[src/rtl/sensor_monitor_n.sv]
// N-channel sensor monitor: per-channel synchroniser and debouncer, status LEDs, V_sense,
// and an alarm FSM with recovery hold, sticky fault flags and a saturating fault-event counter.
module sensor_monitor_n #(
    parameter int N_SENSORS       = 3,
    parameter int DEBOUNCE_CYCLES = 4,
    parameter int RECOVER_CYCLES  = 8,
    parameter int CNT_W           = 8
) (
    input  logic                 clk,
    input  logic                 rst,
    input  logic [N_SENSORS-1:0] chaves_sensores,
    input  logic [N_SENSORS-1:0] sensor_en,
    input  logic                 clear_faults,
    output logic [N_SENSORS-1:0] leds,
    output logic                 V_sense,
    output logic                 alarm,
    output logic [1:0]           state,
    output logic [N_SENSORS-1:0] fault_latched,
    output logic [CNT_W-1:0]     fault_events
);

    localparam int DB_W = (DEBOUNCE_CYCLES > 1) ? $clog2(DEBOUNCE_CYCLES) : 1;
    localparam int RC_W = (RECOVER_CYCLES > 1) ? $clog2(RECOVER_CYCLES) : 1;
    localparam logic [DB_W-1:0]  DB_LAST = DB_W'(DEBOUNCE_CYCLES - 1);
    localparam logic [RC_W-1:0]  RC_LAST = RC_W'(RECOVER_CYCLES - 1);
    localparam logic [CNT_W-1:0] CNT_MAX = '1;

    typedef enum logic [1:0] {
        ST_NORMAL  = 2'b00,
        ST_ALARM   = 2'b01,
        ST_RECOVER = 2'b10
    } state_t;

    logic [N_SENSORS-1:0] sync_1;
    logic [N_SENSORS-1:0] sync_2;
    logic [N_SENSORS-1:0] stable;
    logic [DB_W-1:0]      db_cnt [N_SENSORS];
    logic [N_SENSORS-1:0] fault_now;

    state_t          state_q;
    state_t          state_d;
    logic [RC_W-1:0] rcnt_q;
    logic [RC_W-1:0] rcnt_d;
    logic            alarm_event;

    // Two-flop synchroniser; reset to the healthy level so nothing faults out of reset.
    always_ff @(posedge clk) begin
        if (rst) begin
            sync_1 <= '1;
            sync_2 <= '1;
        end else begin
            sync_1 <= chaves_sensores;
            sync_2 <= sync_1;
        end
    end

    // A new level is accepted only after it has differed from the stable level on
    // DEBOUNCE_CYCLES consecutive edges; any return to the old level restarts the run.
    always_ff @(posedge clk) begin
        if (rst) begin
            stable <= '1;
            for (int i = 0; i < N_SENSORS; i++) begin
                db_cnt[i] <= '0;
            end
        end else begin
            for (int i = 0; i < N_SENSORS; i++) begin
                if (sync_2[i] == stable[i]) begin
                    db_cnt[i] <= '0;
                end else if (db_cnt[i] == DB_LAST) begin
                    stable[i] <= sync_2[i];
                    db_cnt[i] <= '0;
                end else begin
                    db_cnt[i] <= db_cnt[i] + 1'b1;
                end
            end
        end
    end

    assign leds      = stable;
    assign fault_now = sensor_en & ~stable;
    assign V_sense   = |fault_now;

    always_ff @(posedge clk) begin
        if (rst) begin
            state_q <= ST_NORMAL;
            rcnt_q  <= '0;
        end else begin
            state_q <= state_d;
            rcnt_q  <= rcnt_d;
        end
    end

    always_comb begin
        state_d     = state_q;
        rcnt_d      = rcnt_q;
        alarm_event = 1'b0;
        unique case (state_q)
            ST_NORMAL: begin
                if (V_sense) begin
                    state_d     = ST_ALARM;
                    alarm_event = 1'b1;
                end
            end
            ST_ALARM: begin
                if (!V_sense) begin
                    state_d = ST_RECOVER;
                    rcnt_d  = '0;
                end
            end
            ST_RECOVER: begin
                if (V_sense) begin
                    state_d     = ST_ALARM;
                    alarm_event = 1'b1;
                end else if (rcnt_q == RC_LAST) begin
                    state_d = ST_NORMAL;
                end else begin
                    rcnt_d = rcnt_q + 1'b1;
                end
            end
            default: begin
                state_d = ST_NORMAL;
            end
        endcase
    end

    assign state = state_q;
    assign alarm = (state_q != ST_NORMAL);

    // A fault present in the clear cycle wins over the clear, and an event in the
    // clear cycle is the first count of the new epoch.
    always_ff @(posedge clk) begin
        if (rst) begin
            fault_latched <= '0;
            fault_events  <= '0;
        end else begin
            fault_latched <= fault_now | (fault_latched & ~{N_SENSORS{clear_faults}});
            if (clear_faults) begin
                fault_events <= alarm_event ? CNT_W'(1) : '0;
            end else if (alarm_event && (fault_events != CNT_MAX)) begin
                fault_events <= fault_events + 1'b1;
            end
        end
    end

endmodule

[config.mk]
export PLATFORM = sky130hd
export DESIGN_NAME = sensor_monitor_n
export DESIGN_NICKNAME = d
export VERILOG_FILES = /design/src/rtl/sensor_monitor_n.sv
export SDC_FILE = /design/constraint.sdc
export NUM_CORES = 1
export LEC_CHECK = 0
export CORE_ASPECT_RATIO = 1.25
export CORE_MARGIN = 2
export CORE_UTILIZATION = 46
export CTS_CLUSTER_DIAMETER = 200
export DETAILED_ROUTE_END_ITERATION = 16
export GPL_ROUTABILITY_DRIVEN = 1
export HOLD_SLACK_MARGIN = 0.06
export PLACE_DENSITY = 0.75
export SYNTH_ARGS = -nofsm -noshare
export SYNTH_HDL_FRONTEND = slang
export SYNTH_SLANG_ARGS = --single-unit
[constraint.sdc]
create_clock -name clk -period 1.45 [get_ports clk]
set_input_delay 0.145 -clock clk [delete_from_list [all_inputs] [get_ports clk]]
set_output_delay 0.145 -clock clk [all_outputs]
set_load 0.005 [all_outputs]
Word level (Yosys, flattened, before mapping)
Memories as Yosys holds them, arrays and structs flattened.
Cells that the tools add are included.
Word-level totals
  register bits: 25
  RAM bits: 6
  input bits: 9
  output and inout port bits: 18
  word-level logic and storage cells: 117
  memories: 1
Memory list
  db_cnt: words 3, bits a word 2, rd ports 3, clocked after Yosys merged registers in 0, wr ports 3, line 37  | logic [DB_W-1:0] db_cnt [N_SENSORS];
Cells by class
  add/sub/neg operators: 5
  eq/ne operators: 15
  multiplexer cells: 58
  bitwise gates (word level): 17
  reduce and logical (&&, ||, !) cells: 12
Operator list (count)
  2-to-1 mux 1 bit: 38
  2-to-1 mux 2 bit: 13
  2-to-1 mux 8 bit: 2
  2-to-1 mux 3 bit: 3
  bitwise OR 1 bit: 9
  adder 8 x 1 -> 8 bit (second input constant): 1
  == test 2 bit (second input constant): 4
  != test 2 bit (second input constant): 4
  != test 8 bit (second input constant): 1
  adder 2 x 1 -> 2 bit (second input constant): 3
  bitwise AND 3 bit: 2
  inverter 3 bit: 2
  one-hot mux 2 bit (3 select lines): 1
  one-hot mux 3 bit (2 select lines): 1
  AND reduction 2 bit: 3
  nonzero test 2 bit: 3
  AND reduction 4 bit: 1
  adder 3 x 1 -> 3 bit (second input constant): 1
  == test 1 bit: 3
  == test 3 bit (second input constant): 1
  != test 3 bit (second input constant): 1
  inverter 1 bit: 3
  bitwise OR 3 bit: 1
  AND reduction 3 bit: 1
  other kinds (5): 5

Depth between registers and ports, before layout
Gate-level depths: netlist of the first run.
  depth after elaboration: 8
  mapped depth: 6

Least setup slack after synthesis of the first run
No wires, ideal clock.
  path type: reg-to-reg
  start: register fault_events[0]
  end: register fault_events[4]
  arrival: 1.372 ns
  setup slack: 0.008 ns
  cell stages (with the launch flop): 6
  buffers on the path: 0
  period minus slack after synthesis: 1.442 ns
  cells stage by stage: dfxtp_1 > ha_1 > nand4_1 > nor2_1 > or4_1 > a21oi_1
On the way
  longest elaborated chain between the ends: 3
RTL lines
  start, declared: line 19  | output logic [CNT_W-1:0] fault_events
  start signal, assigned: line 138  | fault_events <= alarm_event ? CNT_W'(1) : '0;
  start signal, assigned: line 140  | fault_events <= fault_events + 1'b1;
  adder 8 x 1 -> 8 bit or != test 8 bit (tied branches): line 140, 139
  2-to-1 mux 8 bit or logical AND 1 bit (tied branches): line 139  | end else if (alarm_event && (fault_events != CNT_MAX)) begin
  2-to-1 mux 8 bit or nonzero test 2 bit (tied branches)
Several ways; a longest one is shown, not always the timed one. The select of a mux whose other input is x is not followed.
A chain may end at the register's enable or synchronous reset.

Final worst setup path of the first run
Ends and elaborated chain as after synthesis.

==> metrics.txt, run 1 <==
CP Launch Point=fault_events[0]$_SDFFE_PP0P_; data arrival time of the worst path=1.72 ns; Mapped Avg Cell Area=9.888 µm²; Fillers=between 200 and 250; CTS tree=done; Vias=1,341; sequential share of the synthesized area=47.80%; P_int=0.001203 W; cells on worst reg2reg path=5; reported net switching power=0.0004082 W; vias per inst=5.429; Async S/R FF share, synth=0%; maximum clock path buffer count=2; Largest stage delay, worst path=0.52 ns; CP Launch Type=flip-flop; period utilization=100.5%; first-pass GRT wire length=5423 µm; max-cap violations=0; clock power share=29.3%; wire per inst=14.08 µm; Final Critical Period=1.457 ns; failing checks=setup timing; GPL Wtd Cong=0.8791; Setup crit end kind=flip-flop; post-route insts no fill=247; Yosys top cell by area=dfxtp_1; NumNets Final=about 230; maximum vdd drop=595.0 µV; Residual DRC=0; CTS Buf Count=5; r2r endpoint=fault_events[4]$_SDFFE_PP0P_; cell breakdown of the critical path=ha_4 > nand4_1 > nor2_4 > or4_4 > a21oi_2; pwr/cell area=744.4 nW/µm²; RR Startpoint=fault_events[0]$_SDFFE_PP0P_; DIE AREA=between 3000 and 4000 µm²; end of the critical path=fault_events[4]$_SDFFE_PP0P_; Placed Cells=234; overall fraction of global-route tracks in use=20.97%; Sw Share=roughly a quarter; largest net degree at the start of global routing=13; Rows=22; clk root buf=clkbuf_4; Finish-stage setup viols=2; Leak=0.9457 nW; H-tree Lvls=2; EDFF count, synth=6; Cell variety after synth=between 40 and 50; Area contributors post-synth=dfxtp_1, edfxtp_1, ha_1; n_diodes=0; initial antenna violation count=0; Port Buffers=26; Seq cells post-synth=31; flop-to-flop setup slack=-0.007 ns; Post-Synthesis Cells=around 140; Iter 0 DRT Violations=30; number of top-level pins=27; area delta synth->final=52.02%; Worst-path clk slew=0.10 ns; Post-Syn Area=1424 µm²; Initial Util=between 40% and 50%; share of the synthesized area in the top cell type=35.15%; core area=2945 µm²; max frequency=686.4 MHz; Final HPWL DP=between 2000 and 2500 µm; die height=66.21 µm; drt pass-1 iters=4; Slew Viols, Final=0; commonest non-fill, non-tap cells in the layout=buf_4, clkdlybuf4s50_1, dfxtp_2; main flop type after synthesis=dfxtp_1; setup ws final=-0.006901 ns; CP max stage cell=or4_4; post-route ant nets=0; Setup CP Type=reg2reg; status=complete, but fails checks; GRT overflow=0; WHS Path Cells=2; CP required=1.72 ns; most common cell after layout, fill and taps aside=buf_4; Total Wirelength=3478 µm; worst skew pair latency=0.33 ns; yosys warns=0; CP max FO=4; Hold Crit Class=in2reg; Seq pwr share=57.4%; number of global-route vias before repair=1,319; cts hold-fix bufs=0; Final Hold Vio Count=0; layout cells sized above 1=40.76%; Logic pwr share=13.3%; Clock Skew=0.01019 ns; Post-Place Worst Slack=-0.2437 ns; clk sinks=31; RSZ-0062 raised after global routing=true; chip width=53.76 µm
==> metal layers <==
metal | GRT usage (%) | up-vias | share of wire (%)
met4 | 11.22 | 0 | 2.6
met2 | 36.13 | 42 | 52
met3 | 6.335 | 10 | 4.6
met1 | 21.95 | 647 | 40
li1 | - | 642 | -
met5 | 0 | - | 0
==> logic make-up (layout without fill, tap and decap cells) <==
logic type	Yosys count	after routing	share of synthesized area [%]
other	1	6	0.2634
adders and majority gates	6	6	5.272
buffers and inverters	8	70	2.636
and+or+nand+nor	66	66	27.24
xor gates and xnor gates	3	3	1.846
DFF	31	31	47.80
AOI/OAI and AO/OA	27	27	13.53
muxes	2	2	1.406
==> sequential cells by signal, summed over array words and instances, names as in the netlist <==
signal         flops
state              2
leds               3
sync_1             3
fault_events       8
fault_latched      3
sync_2             3
rcnt_q             3
db_cnt             6
==> synthesized netlist by cell type (2+ instances only) <==
| library cell | n |
|---|---|
| nor3_1 | 6 |
| edfxtp_1 | 6 |
| inv_1 | 3 |
| nand2b_1 | 7 |
| a21oi_1 | 13 |
| nand4_1 | 2 |
| nor3b_1 | 2 |
| dfxtp_1 | 25 |
| nor4_1 | 2 |
| xnor2_1 | 3 |
| or2_2 | 7 |
| nor2b_1 | 3 |
| nand2_1 | 6 |
| clkbuf_1 | 3 |
| nor2b_4 | 2 |
| or4_1 | 2 |
| mux2i_1 | 2 |
| ha_1 | 6 |
| nor2_1 | 11 |
| or3_1 | 3 |
| nand3_1 | 5 |
| a211o_1 | 3 |
==> worst min path at each step <==
stage	start	to	slack, ns
final	chaves_sensores[2]	sync_1[2]$_SDFF_PP1_	0.37
after global routing	chaves_sensores[0]	sync_1[0]$_SDFF_PP1_	0.37
after CTS	chaves_sensores[2]	sync_1[2]$_SDFF_PP1_	0.36
after detailed placement	sync_1[0]$_SDFF_PP1_	sync_2[0]$_SDFF_PP1_	0.39
after global placement	sync_1[2]$_SDFF_PP1_	sync_2[2]$_SDFF_PP1_	0.40
after floorplan	chaves_sensores[0]	sync_1[0]$_SDFF_PP1_	0.25
==> power groups by stage <==
stage                     logic [W]  registers (W)  clock network (W)
final                      0.000214       0.000925           0.000473
after detailed placement   0.000198       0.000948                  0
after global routing       0.000234       0.000929           0.000517
after floorplan           0.0000975       0.000944                  0
after CTS                  0.000211       0.000925           0.000488
after global placement     0.000191       0.000945                  0
==> critical path: cells and delay by family (launching register included) <==
kind	cells	cell delay (ns)
AOI/OAI and AO/OA	1	0.13
adders and majority gates	1	0.16
DFF	1	0.37
and+or+nand+nor	3	0.73
==> layout make-up <==
cell class                 instances  area [µm²]  area share (%)
clock buffer                       6       41.29           1.908
clock inverter                     2       7.507          0.3468
timing repair buffer              58       503.0           23.24
tap                               36       45.04           2.081
inverter                           4       15.01          0.6936
sequential                        31       709.4           32.77
multi-input combinational        110       843.3           38.96
==> metrics by stage <==
step                TNS [ns]  total power [W]  util, %  hold WS (ns)  instance area (µm²)
floorplan                  0         0.001041        -        0.2488                 1443
global placement     -0.6916         0.001136    65.46        0.3958                 1928
detailed placement    -1.120         0.001146    65.46        0.3935                 1928
global route         -0.1485         0.001680    73.49        0.3739                 2165
finish              -0.01210         0.001611    73.49        0.3730                 2165
CTS                 -0.01820         0.001624    70.99        0.3559                 2091
==> repair_timing <==
action                     CTS  global route
setup buffers                2             3
resized for setup           37            16
cloned                       0             0
pin swaps                    8            10
setup endpoints to repair   16            13
Note: power is estimated with default switching activity, not from simulation.
==> run 2, diff against run 1 <==
Settings changed: ABC_CLOCK_PERIOD_IN_PS from default to 1450.
==> results of run 2 <==
Same layout as run 1: the final DEF is identical, and so are final timing and power.
==> run 3, diff against run 2 <==
Settings changed: CAP_MARGIN from default to 30, CORE_MARGIN 2 to default, PLACE_DENSITY 0.75 to default, PLACE_DENSITY_LB_ADDON from default to 0.12.
==> metrics.txt, run 3 (synthesis gave the netlist of run 1 again) <==
overall fraction of global-route tracks in use=24.04% (+3.1 points); Residual DRC=0 (unchanged); Total Wirelength=3628 µm (+4.3%); n_diodes=0 (unchanged); CP required=1.69 ns (-0.03 ns); setup ws final=-0.02352 ns (-0.01662 ns); Worst-path clk slew=0.10 ns (about the same); failing checks=setup timing; clk sinks=31 (unchanged); maximum vdd drop=721.5 µV (+21%); layout cells sized above 1=41.59% (+0.83 points); worst skew pair latency=0.34 ns (about the same); wl on met1=1361 µm (-3.1%); Largest register FFs=8 (unchanged); wire per inst=14.51 µm (+3.1%); r2r endpoint=fault_events[7]$_SDFFE_PP0P_; Hold Startpoint=chaves_sensores[1]; Setup CP Type=reg2reg; met2 routed WL=1924 µm (+5.5%); Buf+Inv Stages, Crit Path=1 (+1); most common cell after layout, fill and taps aside=buf_4; top flop regs=fault_events (8), db_cnt (6); first-pass GRT wire length=5816 µm (+7.2%); Hold Crit Class=in2reg; flop-to-flop setup slack=-0.02 ns (-0.02 ns); GPL Wtd Cong=0.8587 (-2.3%); Rows=22 (unchanged); Final Critical Period=1.474 ns (+0.01662 ns); pwr/cell area=815.1 nW/µm² (+9.5%); Hold EP=sync_1[1]$_SDFF_PP1_; cells on worst reg2reg path=5 (unchanged); hold slack final=0.3599 ns (-0.01302 ns); Setup crit end kind=flip-flop; core area=2945 µm² (unchanged); commonest non-fill, non-tap cells in the layout=buf_4, clkdlybuf4s50_1, dfxtp_1, nor2_1, a21oi_1; CP max stage cell=or4_1; Initial Util=48.34% (unchanged); CTS tree=done; number of global-route vias before repair=1,401 (+6.2%); CP Launch Type=flip-flop; die height=64.21 µm (-3.0%); max-cap violations=0 (unchanged); CTS Buf Count=5 (unchanged); initial antenna violation count=0 (unchanged); H-tree Lvls=2 (unchanged); top sig layer=met4; GRT overflow=0 (unchanged); cell breakdown of the critical path=buf_4 > and3_4 > nand2_1 > or4_1 > o211a_1; DIE AREA=3323 µm² (-6.6%); Placement Cell Area=1921 µm² (-0.39%); Top delay family on crit path=simple AND/OR/NAND/NOR gates; WHS Path Cells=2 (unchanged); Final Hold Vio Count=0 (unchanged); largest reg by FF count=fault_events; Port Buffers=26 (unchanged); chip width=51.76 µm (-3.7%); NumNets Final=228 (+1.3%); RSZ-0062 raised after global routing=true; Iter 0 DRT Violations=36 (+20%); DR WL met3=189 µm (+18%); drt pass-1 iters=6 (+2); status=complete, but fails checks; Clock Skew=0.01197 ns (+0.001787 ns); maximum clock path buffer count=2 (unchanged); number of top-level pins=27 (unchanged); vias per inst=5.384 (-0.83%); area delta synth->final=56.94%; post-route ant nets=0 (unchanged); data arrival time of the worst path=1.72 ns (about the same); clk root buf=clkbuf_4; RR Startpoint=fault_events[0]$_SDFFE_PP0P_; Non-Filler Cell Area, Final=2235 µm² (+3.2%); max frequency=678.6 MHz (-1.1%); largest net degree at the start of global routing=13 (unchanged); period utilization=101.6% (+1.1 points); Vias=1,346 (+0.37%); Slew Viols, Final=0 (unchanged); Final HPWL DP=2376 µm (+0.86%); CP max FO=4 (unchanged); Finish-stage setup viols=2 (unchanged); Largest stage delay, worst path=0.48 ns (-0.04 ns); Leak=0.9398 nW (-0.62%)
run 3: cell count changes in the layout (fill, tap and decap cells not counted), sizes merged:
| cell | change |
|---|---|
| clkdlybuf4s50 | +1 |
| clkdlybuf4s15 | +1 |
| buf | +3 |
| dlymetal6s2s | -1 |
| bufinv | +1 |
| clkbuf | -1 |
| dlygate4sd2 | -1 |
run 3: area by class of cell:
| type | count | area [µm²] |
|---|---|---|
| Tap cell | 36 | 45.04 |
| Multi-Input combinational cell | 110 | 854.6 |
| Timing Repair Buffer | 61 | 536.8 |
| Clock inverter | 3 | 38.79 |
| Sequential cell | 31 | 706.9 |
| Fill cell | 200 | 710.7 |
| Clock buffer | 5 | 37.54 |
| Inverter | 4 | 15.01 |
run 3: layer usage:
metal	vias to the layer above	global-route usage, %
met5	-	0
met4	0	15.54
met3	15	7.857
met2	56	43.67
met1	626	21.86
li1	649	-
run 3: power breakdown:
group          switching, W  total, W  internal, W
combinational      0.000104  0.000237     0.000133
clock              0.000309  0.000663     0.000354
sequential        0.0000174  0.000921     0.000903
run 3: how the worst max path moves through the flow:
stage	startpoint	end	slack (ns)	cells after the start
floorplan	fault_events[0]$_SDFFE_PP0P_	fault_events[4]$_SDFFE_PP0P_	0.008	5
global placement	sensor_en[2]	fault_events[7]$_SDFFE_PP0P_	-0.20	5
detailed placement	sensor_en[2]	fault_events[7]$_SDFFE_PP0P_	-0.24	5
CTS	fault_events[4]$_SDFFE_PP0P_	fault_events[4]	0.001	2
global route	fault_events[0]$_SDFFE_PP0P_	fault_events[4]$_SDFFE_PP0P_	-0.06	5
finish	fault_events[0]$_SDFFE_PP0P_	fault_events[7]$_SDFFE_PP0P_	-0.02	5
run 3: through the flow:
step                      setup TNS (ns)  instances  utilization, %  setup slack (ns)  total power [W]
after global placement           -0.8080        233           65.21           -0.1990         0.001141
after detailed placement          -1.039        233           65.21           -0.2386         0.001150
after CTS                              0        249           72.64          0.001356         0.001830
after floorplan                        0        149               -          0.007732         0.001041
after global routing             -0.2180        250           75.87          -0.05811         0.001896
final                           -0.03752        250           75.87          -0.02352         0.001821
run 3: timing repair:
item	CTS	global route
resized for setup	34	19
setup buffers	8	1
hold buffers	0	0
setup endpoints to repair	17	14
pin swaps	8	10
